<file path="config.mk">
export PLATFORM = sky130hd
export DESIGN_NAME = pixie_dma_sequencer
export DESIGN_NICKNAME = d
export VERILOG_FILES = /design/src/rtl/pixie_dma_sequencer.sv
export SDC_FILE = /design/constraint.sdc
export NUM_CORES = 1
export LEC_CHECK = 0
export ABC_AREA = 1
export BUFFER_PORTS_ARGS = -buffer_cell sky130_fd_sc_hd__buf_4
export CAP_MARGIN = 20
export CORE_MARGIN = 5
export CORE_UTILIZATION = 40
export CTS_CLUSTER_DIAMETER = 80
export DETAILED_ROUTE_END_ITERATION = 10
export GPL_TIMING_DRIVEN = 0
export PLACE_DENSITY = 0.64
export SYNTH_ARGS = -nofsm -noshare
export SYNTH_HDL_FRONTEND = slang
export SYNTH_SLANG_ARGS = --single-unit
</file>
<file path="constraint.sdc">
create_clock -name clk -period 1.2 [get_ports clk]
set_input_delay 0.12 -clock clk [delete_from_list [all_inputs] [get_ports clk]]
set_output_delay 0.12 -clock clk [all_outputs]
set_load 0.02 [all_outputs]
</file>
<file path="src/rtl/pixie_dma_sequencer.sv">
// DMA sequencer feeding the 1861 Pixie: takes the CDP1802 bus on DMA-out,
// fetches display bytes at the DMA pointer and strobes them out with mem_ack.
module pixie_dma_sequencer #(
    parameter int unsigned        ADDR_W     = 16,
    parameter logic [ADDR_W-1:0]  START_ADDR = ADDR_W'(16'h0900),
    parameter int unsigned        BURST_MAX  = 8,
    parameter int unsigned        CNT_W      = 4
) (
    input  logic              clk,
    input  logic              reset,
    input  logic              clk_enable,
    input  logic              dmao_n,
    input  logic              frame_int,
    input  logic [1:0]        cpu_sc,
    input  logic              cpu_hold_ack,
    input  logic              r0_load,
    input  logic [ADDR_W-1:0] r0_value,
    input  logic              bus_rdy,
    input  logic [7:0]        bus_data,
    output logic              cpu_hold,
    output logic [1:0]        SC,
    output logic              bus_rd,
    output logic [ADDR_W-1:0] bus_addr,
    output logic [7:0]        data_out,
    output logic              mem_ack,
    output logic [ADDR_W-1:0] dma_ptr,
    output logic              burst_done
);

    typedef enum logic [2:0] {
        IDLE,
        REQ,
        ADDR,
        DATA,
        RELEASE
    } state_t;

    state_t             state, state_d;
    logic [CNT_W-1:0]   count, count_d, count_inc;
    logic               frame_q;
    logic               frame_rise;
    logic               hold_d, rd_d, ack_d, done_d;
    logic [ADDR_W-1:0]  addr_d, ptr_d;
    logic [7:0]         dout_d;

    assign count_inc  = count + CNT_W'(1);
    assign frame_rise = frame_int & ~frame_q;

    always_comb begin
        SC = cpu_sc;
        if (state == ADDR || state == DATA)
            SC = 2'b10;
    end

    always_comb begin
        state_d = state;
        count_d = count;
        hold_d  = cpu_hold;
        rd_d    = bus_rd;
        addr_d  = bus_addr;
        dout_d  = data_out;
        ack_d   = 1'b0;
        done_d  = 1'b0;
        ptr_d   = dma_ptr;
        if (clk_enable) begin
            case (state)
                IDLE: begin
                    if (!dmao_n) begin
                        state_d = REQ;
                        hold_d  = 1'b1;
                    end
                end
                REQ: begin
                    // A withdrawn request before the CPU lets go returns the bus untouched
                    if (dmao_n)
                        state_d = RELEASE;
                    else if (cpu_hold_ack)
                        state_d = ADDR;
                end
                ADDR: begin
                    addr_d  = dma_ptr;
                    rd_d    = 1'b1;
                    state_d = DATA;
                end
                DATA: begin
                    if (bus_rdy) begin
                        dout_d  = bus_data;
                        ack_d   = 1'b1;
                        ptr_d   = dma_ptr + ADDR_W'(1);
                        count_d = count_inc;
                        rd_d    = 1'b0;
                        if (!dmao_n && (count_inc < CNT_W'(BURST_MAX)))
                            state_d = ADDR;
                        else
                            state_d = RELEASE;
                    end
                end
                RELEASE: begin
                    hold_d  = 1'b0;
                    done_d  = 1'b1;
                    count_d = '0;
                    state_d = IDLE;
                end
                default: state_d = IDLE;
            endcase
        end
        // Pointer reloads bypass clk_enable and override the DMA increment
        if (frame_rise)
            ptr_d = START_ADDR;
        if (r0_load)
            ptr_d = r0_value;
    end

    always_ff @(posedge clk) begin
        if (reset) begin
            state      <= IDLE;
            count      <= '0;
            cpu_hold   <= 1'b0;
            bus_rd     <= 1'b0;
            bus_addr   <= '0;
            data_out   <= '0;
            mem_ack    <= 1'b0;
            burst_done <= 1'b0;
            dma_ptr    <= START_ADDR;
            frame_q    <= 1'b0;
        end else begin
            state      <= state_d;
            count      <= count_d;
            cpu_hold   <= hold_d;
            bus_rd     <= rd_d;
            bus_addr   <= addr_d;
            data_out   <= dout_d;
            mem_ack    <= ack_d;
            burst_done <= done_d;
            dma_ptr    <= ptr_d;
            frame_q    <= frame_int;
        end
    end

endmodule

</file>
==> flow_metrics.py <==
metrics = {
    "outcome": {
        "status": "finished with violations",
        "violations": "setup timing",
    },
    "worst_setup_path": {
        "worst-r2r-setup-slack_ns": -0.15,
        "r2r_end": "count[3]$_SDFFE_PP0P_",
        "critical_path.most_common_cell": "nor2_4",
        "crit_path_max_incr_delay_ns": 0.42,
        "worst-setup-path-type": "reg -> reg",
        "ordered_cell_list_for_the_critical_path": "nand2_4, nor2_4, inv_2, nor2_4, buf_12, buf_8, nand3_2, a21oi_2",
        "cp.required_ns": 1.45,
        "crit_arrival_ns": 1.59,
        "crit-reg2reg-launch": "state[1]$_SDFFE_PP0P_",
        "endpoint_kind": "flop",
        "worst-path-max-fanout": 8,
        "cp_slowest_cell": "dfxtp_4",
        "r2r_cell_count": 8,
        "critical-path-top-delay-family": "flip-flops",
        "startpoint_type": "flop",
        "timing.critical_path.buf_inv": 3,
    },
    "power": {
        "ir_worst_vdd_mv": 0.544,
        "power_density_nw_per_um2": 921,
        "p_leak_nw": 1.66,
        "design_power_total_w": 0.00362,
    },
    "cts": {
        "insertion_delay_ns": 0.32,
        "tritoncts": "done",
        "clkTransAtPathRegs_ns": 0.09,
        "post_cts_hold_buffer_count": 0,
        "h_tree_level_count": 2,
        "clkSinkCount": 52,
        "cts_buffer_depth": 2,
        "clk_root_buffer_cell": "clkbuf_8",
        "cts-buffers-inserted": 5,
    },
    "min_path": {
        "min-delay-path-class": "in -> reg",
        "min-delay-start": "frame_int",
        "hold_path_depth": 3,
        "hold-path-endpoint": "frame_q$_SDFF_PP0_",
    },
    "global_routing": {
        "number_of_global_route_vias_before_repair": 2736,
        "grt_pass1_wl_um": 13000,
        "grt_start_max_net_pins": 17,
        "antenna_found_initial": 0,
        "grt.total_usage_pct": 21.4,
        "grt_total_ovfl": 0,
    },
    "synth": {
        "mappedNetlistNets": 398,
        "synth.avg_cell_area_um2": 6.85,
        "yosysUniqueCellTypes": 30,
        "synth_cells": 362,
        "seq_area_frac_synth_pct": 42.0,
        "synthesis.area_um2": 2480,
        "yosys_register_bits": 52,
        "synth.yosys.warnings": 0,
    },
    "timing": {
        "clk_skew_ns": 0.0115,
        "drv_slew": 0,
        "finalHoldViolCount": 0,
        "timing.final.crit_period_ns": 1.35,
        "slew_headroom_pct": 46.1,
        "final.setup.worst_slack_ns": -0.146,
        "period_share_pct": 112,
        "unrepaired_setup_endpoints_after_global_routing": "yes",
        "worstMarginPinSlew_ns": 0.809,
        "timing.final.setup_violations": 48,
        "fmax_mhz": 743,
    },
    "route": {
        "route.detailed.wl_per_inst_um": 15.6,
        "drtPass1Iterations": 4,
        "drt.antenna.violating_nets": 0,
        "drt_first_iter_violations": 85,
        "drc": 0,
        "mean_number_of_vias_per_cell": 5.23,
        "finalWirelength_um": 8440,
        "detailroute.via_count": 2832,
    },
    "floorplan": {
        "die_outline_area_um2": 7880,
        "die_height_um": 88.8,
        "row_count": 28,
        "core_area_um2": 5990,
        "floorplan.initialDensity_pct": 41.4,
        "floorplan.die.width_um": 88.8,
        "floorplan.io_pins": 80,
    },
    "finish": {
        "final_nets": 502,
        "final_util_pct": 65.7,
        "synthesis_to_layout_area_growth_pct": 58.5,
        "layout-drive-gt1-share_pct": 46.9,
        "final_cell_mix": "buf_4, nand2_1, nor2_1",
        "final_design_area_no_fill_um2": 3930,
        "layout_commonest_cell": "buf_4",
        "n_antenna_cell": 0,
    },
    "place": {
        "post_dp_hpwl_um": 5800,
        "place_ws_ns": -0.274,
        "portBuffers": 79,
        "place_area_um2": 3210,
        "place_congestion": 0.895,
    },
    "job": {
        "cap_viol_max_count": 0,
    },
}
-- cell usage after synthesis --
master | instances | area, um2
o21ai_1 | 1 | 5.00
nand4_1 | 4 | 25.0
o21ai_2 | 1 | 8.76
nor2_2 | 1 | 6.26
o21bai_1 | 1 | 7.51
dfxtp_1 | 52 | 1040
ha_1 | 2 | 25.0
a211oi_1 | 1 | 7.51
clkbuf_1 | 7 | 26.3
nand3b_1 | 1 | 7.51
nor2_4 | 2 | 22.5
xor2_1 | 1 | 8.76
nor2_1 | 55 | 206
a22oi_1 | 1 | 7.51
a21oi_1 | 39 | 195
a31oi_1 | 2 | 12.5
nand2_4 | 1 | 11.3
buf_6 | 2 | 22.5
buf_2 | 3 | 15.0
nor3_1 | 2 | 10.0
nand2_1 | 62 | 233
nand3_2 | 3 | 30.0
or2_2 | 2 | 12.5
nand2_2 | 1 | 6.26
nand3_1 | 30 | 150
o21ai_0 | 45 | 225
inv_2 | 4 | 15.0
nor2b_1 | 1 | 6.26
inv_1 | 34 | 128
buf_1 | 1 | 3.75
-- through the flow --
| step | instances | setup TNS, ns | hold slack (ns) |
|---|---|---|---|
| floorplan | 362 | -0.0441 | 0.254 |
| global placement | 516 | -8.39 | 0.350 |
| CTS | 535 | -3.20 | 0.0360 |
| detailed placement | 516 | -9.21 | 0.360 |
| global route | 542 | -6.97 | 0.0503 |
| finish | 542 | -4.10 | 0.0361 |
-- sequential cells by signal (all words and copies together) (netlist names) --
name and cells:
dma_ptr 16, state 3, frame_q 1, cpu_hold 1
burst_done 1, count 4, mem_ack 1, bus_addr 16
bus_rd 1, data_out 8
-- power breakdown --
| part | internal (W) | switching (W) | leakage, nW |
|---|---|---|---|
| Sequential | 0.00178 | 0.0000981 | 0.431 |
| Clock | 0.000418 | 0.000604 | 0.0457 |
| Combinational | 0.000321 | 0.000399 | 1.18 |
-- worst reg2reg max path: stages, from the launching register on --
cell     delay [ns]
dfxtp_4        0.42
nand2_4        0.06
nor2_4         0.16
inv_2          0.08
nor2_4         0.11
buf_12         0.15
buf_8          0.14
nand3_2        0.07
a21oi_2        0.11
-- how the worst max path moves through the flow --
stage	startpoint	depth (start not counted)	slack, ns	to
2_1_floorplan	dma_ptr[1]$_SDFFE_PP0P_	8	-0.04	dma_ptr[8]$_SDFFE_PP1P_
3_3_place_gp	state[2]$_SDFFE_PP0P_	5	-0.25	bus_addr[9]$_SDFFE_PP0P_
3_5_place_dp	state[2]$_SDFFE_PP0P_	5	-0.27	bus_addr[5]$_SDFFE_PP0P_
4_1_cts	state[1]$_SDFFE_PP0P_	8	-0.12	dma_ptr[6]$_SDFFE_PP0P_
5_1_grt	dma_ptr[0]$_SDFFE_PP0P_	8	-0.21	dma_ptr[10]$_SDFFE_PP0P_
6_report	state[1]$_SDFFE_PP0P_	8	-0.15	count[3]$_SDFFE_PP0P_
-- metal layers --
| layer | global-route usage (%) | wire length, um | vias up |
|---|---|---|---|
| met4 | 6.73 | 213 | 0 |
| met1 | 25.7 | 3480 | 1327 |
| met5 | 0 | 0 | - |
| met3 | 4.56 | 500 | 19 |
| li1 | - | - | 1404 |
| met2 | 37.9 | 4240 | 82 |
-- layout make-up --
type	instances	area, um2
clock inverters	2	15.0
fillers	536	2060
repair buffers	97	776
flip-flops and latches	52	1080
clock buffers	6	72.6
plain buffers	13	110
inverters	38	163
multi-input cells	259	1620
well taps	75	93.8
-- timing repair --
item | CTS | global route
gates resized for setup | 67 | 100
gates cloned | 4 | 0
pin swaps | 18 | 18
buffers inserted | 7 | 7
endpoints found under the setup margin | 51 | 50
-- kinds of logic after synthesis --
family / count (synthesis) / synth area share, %
flip-flops: 52 / 42.0
AND/OR/NAND/NOR: 165 / 29.3
buffers and inverters: 51 / 8.47
AO/OA/AOI/OAI: 91 / 18.9
adder cells (fa/ha/maj): 2 / 1.01
XOR/XNOR: 1 / 0.353
No activity file was read; power rests on OpenSTA's default activity.
